### config.mk
export PLATFORM = sky130hd
export DESIGN_NAME = step_clock_ctrl_flat
export DESIGN_NICKNAME = d
export VERILOG_FILES = /design/src/rtl/step_clock_ctrl_pkg.sv /design/src/rtl/step_clock_ctrl_if.sv /design/src/rtl/step_clock_ctrl_button_debouncer.sv /design/src/rtl/step_clock_ctrl.sv /design/src/flat_wrapper.sv
export SDC_FILE = /design/constraint.sdc
export NUM_CORES = 1
export LEC_CHECK = 0
export ABC_AREA = 1
export CORE_ASPECT_RATIO = 1.25
export CORE_MARGIN = 4
export CORE_UTILIZATION = 40
export CTS_CLUSTER_DIAMETER = 100
export CTS_CLUSTER_SIZE = 12
export DETAILED_ROUTE_END_ITERATION = 10
export GPL_ROUTABILITY_DRIVEN = 0
export MAX_ROUTING_LAYER = met4
export PLACE_DENSITY_LB_ADDON = 0.15
export SYNTH_ARGS = -nofsm -noshare
export SYNTH_HDL_FRONTEND = slang
export SYNTH_SLANG_ARGS = --single-unit
### constraint.sdc
create_clock -name Clock -period 5.9 [get_ports Clock]
set_input_delay 0.885 -clock Clock [delete_from_list [all_inputs] [get_ports Clock]]
set_output_delay 0.885 -clock Clock [all_outputs]
set_load 0.02 [all_outputs]
### src/rtl/step_clock_ctrl_pkg.sv
// Shared definitions for the step clock controller: FSM state encoding and
// default build constants.
package step_clock_pkg;

  typedef enum logic [1:0] {
    ST_IDLE   = 2'd0,
    ST_RUN    = 2'd1,
    ST_HALTED = 2'd2
  } step_state_e;

  localparam int unsigned DEFAULT_DEBOUNCE_CYCLES = 32'd1000000;
  localparam int unsigned DEFAULT_COUNT_W         = 32'd32;

endpackage

### src/rtl/step_clock_ctrl_if.sv
// Board-side bundle of the step clock controller: divider, button, switch and
// CPU halt in; step pulse, step count and status out.
interface step_clock_ctrl_if
  import step_clock_pkg::*;
#(
  parameter int unsigned COUNT_W = DEFAULT_COUNT_W
) ();

  logic               DividedClock;
  logic               StepButton;
  logic               RunMode;
  logic               Halt;
  logic               CpuEnable;
  logic [COUNT_W-1:0] StepCount;
  logic               Running;
  logic               Halted;

  modport master (
    output DividedClock, StepButton, RunMode, Halt,
    input  CpuEnable, StepCount, Running, Halted
  );

  modport slave (
    input  DividedClock, StepButton, RunMode, Halt,
    output CpuEnable, StepCount, Running, Halted
  );

endinterface

### src/rtl/step_clock_ctrl_button_debouncer.sv
// Two-flop synchronizer plus counter debouncer for a raw push-button; emits a
// one-cycle press pulse on each debounced 0->1 transition.
module button_debouncer #(
  parameter int unsigned DEBOUNCE_CYCLES = 32'd1000000
) (
  input  logic Clock,
  input  logic Reset,
  input  logic button,
  output logic press
);

  localparam int unsigned CNT_W = (DEBOUNCE_CYCLES > 32'd1) ? $clog2(DEBOUNCE_CYCLES) : 32'd1;
  localparam logic [CNT_W-1:0] CNT_MAX = CNT_W'(DEBOUNCE_CYCLES - 32'd1);

  logic             sync_1;
  logic             sync_2;
  logic             stable;
  logic [CNT_W-1:0] count;

  // The counter only advances while the synchronized input disagrees with the stable value
  always_ff @(posedge Clock or posedge Reset) begin
    if (Reset) begin
      sync_1 <= 1'b0;
      sync_2 <= 1'b0;
      stable <= 1'b0;
      count  <= '0;
      press  <= 1'b0;
    end else begin
      sync_1 <= button;
      sync_2 <= sync_1;
      press  <= 1'b0;
      if (sync_2 == stable) begin
        count <= '0;
      end else if (count == CNT_MAX) begin
        stable <= ~stable;
        count  <= '0;
        press  <= ~stable;
      end else begin
        count <= count + CNT_W'(1);
      end
    end
  end

endmodule

### src/rtl/step_clock_ctrl.sv
// Turns divider ticks or debounced step presses into single-cycle CPU enable
// pulses, with auto-run / single-step modes, halt handling and a step counter.
module step_clock_ctrl
  import step_clock_pkg::*;
#(
  parameter int unsigned DEBOUNCE_CYCLES = DEFAULT_DEBOUNCE_CYCLES,
  parameter int unsigned COUNT_W         = DEFAULT_COUNT_W
) (
  input  logic               Clock,
  input  logic               Reset,
  step_clock_ctrl_if.slave   bus
);

  logic               div_sync_1;
  logic               div_sync_2;
  logic               div_prev;
  logic               mode_sync_1;
  logic               mode_sync_2;
  logic               tick;
  logic               press;
  step_state_e        state;
  step_state_e        state_next;
  logic               pulse_next;
  logic               cpu_enable;
  logic [COUNT_W-1:0] step_count;
  logic               running;
  logic               halted;

  button_debouncer #(
    .DEBOUNCE_CYCLES(DEBOUNCE_CYCLES)
  ) u_step_debouncer (
    .Clock (Clock),
    .Reset (Reset),
    .button(bus.StepButton),
    .press (press)
  );

  always_ff @(posedge Clock or posedge Reset) begin
    if (Reset) begin
      div_sync_1  <= 1'b0;
      div_sync_2  <= 1'b0;
      div_prev    <= 1'b0;
      mode_sync_1 <= 1'b0;
      mode_sync_2 <= 1'b0;
    end else begin
      div_sync_1  <= bus.DividedClock;
      div_sync_2  <= div_sync_1;
      div_prev    <= div_sync_2;
      mode_sync_1 <= bus.RunMode;
      mode_sync_2 <= mode_sync_1;
    end
  end

  assign tick = div_sync_2 & ~div_prev;

  always_ff @(posedge Clock or posedge Reset) begin
    if (Reset) begin
      state <= ST_IDLE;
    end else begin
      state <= state_next;
    end
  end

  // Halt outranks a mode change, which outranks a pulse; halted drops events
  always_comb begin
    state_next = state;
    pulse_next = 1'b0;
    case (state)
      ST_IDLE: begin
        if (bus.Halt) begin
          state_next = ST_HALTED;
        end else if (mode_sync_2) begin
          state_next = ST_RUN;
        end else begin
          pulse_next = press;
        end
      end
      ST_RUN: begin
        if (bus.Halt) begin
          state_next = ST_HALTED;
        end else if (!mode_sync_2) begin
          state_next = ST_IDLE;
        end else begin
          pulse_next = tick;
        end
      end
      ST_HALTED: begin
        if (!bus.Halt) begin
          state_next = ST_IDLE;
        end else begin
          state_next = ST_HALTED;
        end
      end
      default: begin
        state_next = ST_IDLE;
      end
    endcase
  end

  always_ff @(posedge Clock or posedge Reset) begin
    if (Reset) begin
      cpu_enable <= 1'b0;
      step_count <= '0;
      running    <= 1'b0;
      halted     <= 1'b0;
    end else begin
      cpu_enable <= pulse_next;
      if (pulse_next) begin
        step_count <= step_count + COUNT_W'(1);
      end else begin
        step_count <= step_count;
      end
      running <= (state_next == ST_RUN);
      halted  <= (state_next == ST_HALTED);
    end
  end

  assign bus.CpuEnable = cpu_enable;
  assign bus.StepCount = step_count;
  assign bus.Running   = running;
  assign bus.Halted    = halted;

endmodule

### src/flat_wrapper.sv
// flat-port wrapper written by rule: the top's interface ports become plain ports
module step_clock_ctrl_flat import step_clock_pkg::*;
#(
  parameter int unsigned DEBOUNCE_CYCLES = DEFAULT_DEBOUNCE_CYCLES,
  parameter int unsigned COUNT_W         = DEFAULT_COUNT_W
)
  (Clock, Reset, bus_DividedClock, bus_StepButton, bus_RunMode, bus_Halt, bus_CpuEnable, bus_StepCount, bus_Running, bus_Halted);
  step_clock_ctrl_if #(.COUNT_W(COUNT_W)) bus_i ();
  input  logic Clock;
  input  logic Reset;
  input wire logic [$bits(bus_i.DividedClock)-1:0] bus_DividedClock;
  input wire logic [$bits(bus_i.StepButton)-1:0] bus_StepButton;
  input wire logic [$bits(bus_i.RunMode)-1:0] bus_RunMode;
  input wire logic [$bits(bus_i.Halt)-1:0] bus_Halt;
  output wire logic [$bits(bus_i.CpuEnable)-1:0] bus_CpuEnable;
  output wire logic [$bits(bus_i.StepCount)-1:0] bus_StepCount;
  output wire logic [$bits(bus_i.Running)-1:0] bus_Running;
  output wire logic [$bits(bus_i.Halted)-1:0] bus_Halted;
  assign bus_i.DividedClock = bus_DividedClock;
  assign bus_i.StepButton = bus_StepButton;
  assign bus_i.RunMode = bus_RunMode;
  assign bus_i.Halt = bus_Halt;
  assign bus_CpuEnable = bus_i.CpuEnable;
  assign bus_StepCount = bus_i.StepCount;
  assign bus_Running = bus_i.Running;
  assign bus_Halted = bus_i.Halted;
  step_clock_ctrl #(.DEBOUNCE_CYCLES(DEBOUNCE_CYCLES), .COUNT_W(COUNT_W)) u_core (.Clock(Clock), .Reset(Reset), .bus(bus_i));
endmodule
# Word level (Yosys, flattened, before mapping)
# Cells that the tools add are included.
# W data, S select, Z words.
word_totals:
  reg_bits: 66
  latchBits: 0
  ramBits: 0
  rom_bits: 0
  inputBits: 6
  output_inout_bits: 35
  wordCells: 44
  memories: 0
op_classes:
  add_sub_neg: 2
  multipliers: 0
  div: 0
  n_lt_le_gt_ge: 0
  n_eq_ne: 6
  shift: 0
  mux: 15
  n_bitwise: 4
  n_reduce_logical: 2
ops:
  columns: ["operator", "count"]
  rows:
  - ["$mux W20", 2]
  - ["$add A32 B1 Y32 const B", 1]
  - ["$add A20 B1 Y20 const B", 1]
  - ["$eq A20 B20 Y1 const B", 1]
  - ["$mux W2", 5]
  - ["$mux W1", 6]
  - ["$pmux W2 S3", 1]
  - ["$eq A2 B1 Y1 const B", 2]
  - ["$eq A2 B2 Y1 const B", 2]
  - ["$not A1 Y1", 3]
  - ["$logic_not A2 Y1", 1]
  - ["$pmux W1 S2", 1]
  - ["$reduce_and A2 Y1", 1]
  - ["$and A1 B1 Y1", 1]
  - ["$eq A1 B1 Y1", 1]

# Longest topological paths before layout
depth:
  word_depth: 5
  ltp_mapped: 9
  mapped_depth_nobuf: 8

# Cells and area by module
# A second synthesis with hierarchy kept.
hier_totals:
  hier_cells: 449
  hier_area_um2: 3532.1
modules_own_cells:
  columns: ["mod", "n_inst", "cells_per_inst", "area_per_inst_um2", "seq_area_each_um2"]
  rows:
  - ["step_clock_ctrl", 1, 285, 2233.4, 1051.0]
  - ["button_debouncer", 1, 164, 1298.7, 600.6]

# Least setup slack after synthesis
# OpenSTA, ideal clock, no wires.
synth_timing:
  kind: "input to register"
  start: "input bus_Halt"
  end: "register u_core.step_count[26], in the netlist u_core.bus.StepCount[26]"
  arrival_ns: 1.613
  slack_ns: 4.170
  stages: 7
  cell_sequence: "nor2_1 > nand2_2 > buf_6 > nor2_2 > nand2_1 > nand2_1 > nand2_1"
synth_between:
  elab_chain_cells: 2
  word_cells_on_any_way: 3
  cone_classes: "3 x mux"
synth_lines:
  columns: ["element", "line_no", "rtl"]
  rows:
  - ["start, declared", "flat_wrapper.sv:14", "input wire logic [$bits(bus_i.Halt)-1:0] bus_Halt;"]
  - ["$mux W1, on equally long branches", "step_clock_ctrl.sv:79, step_clock_ctrl.sv:70", null]
  - ["$pmux W1 S2 *", "step_clock_ctrl.sv:68", "case (state)"]
  - ["end signal, assigned", "step_clock_ctrl.sv:109", "step_count <= step_count + COUNT_W'(1);"]
  - ["end signal, assigned", "step_clock_ctrl.sv:111", "step_count <= step_count;"]
  - ["end, declared", "step_clock_ctrl.sv:25", "logic [COUNT_W-1:0] step_count;"]
# Mark *: on every way between the ends. The rest lies on a longest branch, timed or not.
# A chain may end at the register's enable or synchronous reset.

# Worst setup path after layout
layout_timing:
  start: "register u_core.step_count[11], in the netlist u_core.bus.StepCount[11]"
  end: "output bus_StepCount[11]"
layout_lines:
  columns: ["element", "line_no", "rtl"]
  rows:
  - ["end, declared", "flat_wrapper.sv:16", "output wire logic [$bits(bus_i.StepCount)-1:0] bus_StepCount;"]
# No word-level cell between the ends.

==> out/metrics.cfg <==
[setup_path]
r2r-end = u_core.u_step_debouncer.count[5]
cp.buffers_inverters = 1
worst-endpoint-arrival_ns = 1.46
cp.depth = 1
max_stage_delay_ns = 0.65
required_ns = 5.02
r2r_start = u_core.u_step_debouncer.count[0]
crit_slowest_cell = clkdlybuf4s50_1
crit_path_cell_trace = clkdlybuf4s50_1
worstSetupStartpoint = u_core.bus.StepCount[11]
cp_max_fo = 4
setup.reg_to_reg.worst_slack_ns = 4.21
reg2reg_depth = 6
cpLargestDelayFamily = buffers and inverters
critPathCaptureType = output pin
crit_path_start_kind = flop
endpoint = bus_StepCount[11]
criticalPathCategory = reg2out

[timing]
fin_worst_skew_ns = 0.0138
timing.final.crit_share_pct = 39.7
finalSetupViolCount = 0
fmax_mhz = 427
worst_slew_pin_slew_ns = 0.812
maxSlewHeadroom_pct = 45.9
drv_slew = 0
hold_viol_final = 0
layout_min_cycle_time_ns = 2.34
rsz0062_at_grt = false
timing.setup.tns_ns = 0

[detailed_routing]
ant_nets = 0
drtIter0Drc = 115
via_per_inst = 4.88
vias = 2706
routed_wire_length_per_instance_um = 12.6
dr.pass1.iters = 4
drc = 0
routed_wl_um = 6970

[cells_and_area]
nNetsFinal = 462
n_antenna_cell = 0
layout-drive-gt1-share_pct = 9.41
largest_reg_flops = 32
syn_to_final_growth_pct = 20.4

[status]
status = completed

[yosys]
synth.most_common_cell = nand2_1
synth_simple_gate_area_share_pct = 38.0
ys_seq_area_share_pct = 48.6
synth.distinct_cells = 29
synth_edf_count = 0
ys.flop_type = dfrtp_1
synth_fa_ha_area_share_pct = 0.737
synth_fp_nets = 413
syn_inst = 405
synth_area_um2 = 3400
synth.area.top_cells = dfrtp_1, nand2_1, nor2_1, nand3b_1, xor2_1
synth_area_leader_cell = dfrtp_1
async_reset_ff_share_pct = 100
synth_warnings = 0
synth.avg_cell_area_um2 = 8.38
synth_common_cells = nand2_1, nor2_1, dfrtp_1
synthXorXnorAreaFrac_pct = 6.60
synth-compound-area-share_pct = 0.995
synth.area.mux_share_pct = 0
synth-seq-cells = 66
synth_top_family_by_area = simple AND/OR/NAND/NOR gates
synth_top_cell_area_share_pct = 48.6

[power_and_ir_drop]
powerDensity_nw_per_um2 = 223
p_total_mw = 0.911
leakagePower_nw = 1.87
peakVddDrop_v = 0.000108

[floorplanning]
dieArea_um2 = 10000
core_region_area_um2 = 8240
fp.dieH_um = 111
io-pin-count = 41
start_util_pct = 41.2
die_x_um = 90.4
core.rowCount = 37

[clock_network]
clkLatencyLatePin_ns = 0.34
cts_buffers = 9
cts_hold_buffers = 0
h-tree-depth = 3
cts_setup_buffers = 0
cts_tree = yes
root_buffer = clkbuf_8
cts.path.max_buffers = 2
clk_pin_slew_ns = 0.07
cts.sinks = 66
cts_resized = 0

[global_route]
antenna_found_initial = 0
grt_max_degree = 67
grt_pass1_wl_um = 12300
grt_overflow = 0
track_usage_pct = 15.4
grt_pass1_vias = 2612

[run]
max_cap_viol_count = 0

[worst_hold_path]
hp-class = reg2reg
holdPathStages = 0

[place]
hpwlAfterDp_um = 5020
portBuffers = 40

[cells in the final DEF (no fill, tap or decap), types with 4 or more instances in the layout]
| cell | n |
|---|---|
| nor2_1 | 67 |
| dfrtp_1 | 66 |
| nor3_2 | 4 |
| nor2_4 | 5 |
| xor2_1 | 15 |
| xnor2_1 | 5 |
| nand3_1 | 24 |
| clkbuf_8 | 10 |
| inv_1 | 32 |
| nand4_1 | 5 |
| nand3b_1 | 21 |
| nand2_1 | 122 |
| clkdlybuf4s50_1 | 40 |
| nor3_1 | 7 |
| nor2_2 | 5 |
[area by class of cell]
class | count | area (um2)
Multi-Input combinational cell | 301 | 1570
Sequential cell | 66 | 1650
Clock buffer | 11 | 141
Tap cell | 97 | 121
Inverter | 35 | 131
Fill cell | 803 | 4150
Timing Repair Buffer | 41 | 408
Clock inverter | 3 | 65.1
[worst register-to-register path, cell delays in order, from the launching register on]
cell,delay [ns]
dfrtp_1,0.39
ha_1,0.21
nand3_1,0.17
nor2_2,0.25
nand3_2,0.22
nand2_1,0.26
nor2_1,0.08
[routing by layer]
layer | wire [um] | global-route usage (%)
met1 | 3010 | 18.3
met2 | 3620 | 25.6
met3 | 263 | 4.07
met4 | 77 | 4.90
met5 | 0 | -
[where the power goes]
part	switching (mW)	total, mW	internal [mW]	leakage (nW)
logic	0.0236	0.0375	0.0139	0.872
clock network	0.162	0.407	0.244	0.105
registers	0.00638	0.467	0.460	0.893
total	0.192	0.911	0.719	1.87
[per-stage QoR]
step | area (um2) | hold slack [ns] | cells | worst slack (ns) | util (%)
finish | 4090 | 0.349 | 554 | 3.56 | 49.6
global route | 4090 | 0.355 | 554 | 3.47 | 49.6
CTS | 4090 | 0.352 | 554 | 3.53 | 49.6
detailed placement | 3880 | 0.337 | 540 | 3.37 | 47.1
global placement | 3880 | 0.334 | 540 | 3.44 | 47.1
floorplan | 3400 | 0.331 | 405 | 3.36 | -
[how the worst min path moves through the flow]
stage | start | to | slack, ns
2_1_floorplan | u_core.div_sync_1 | u_core.div_sync_2 | 0.33
3_3_place_gp | u_core.div_sync_1 | u_core.div_sync_2 | 0.33
3_5_place_dp | u_core.div_sync_1 | u_core.div_sync_2 | 0.34
4_1_cts | u_core.div_sync_1 | u_core.div_sync_2 | 0.35
5_1_grt | u_core.div_sync_1 | u_core.div_sync_2 | 0.35
6_report | u_core.div_sync_1 | u_core.div_sync_2 | 0.35
[logic make-up after synthesis]
group	count (synthesis)
and+or+nand+nor	271
DFF	66
buffers and inverters	38
xor gates and xnor gates	23
AOI/OAI and AO/OA	5
adders and majority gates	2
No activity file was read; power rests on OpenSTA's default activity.
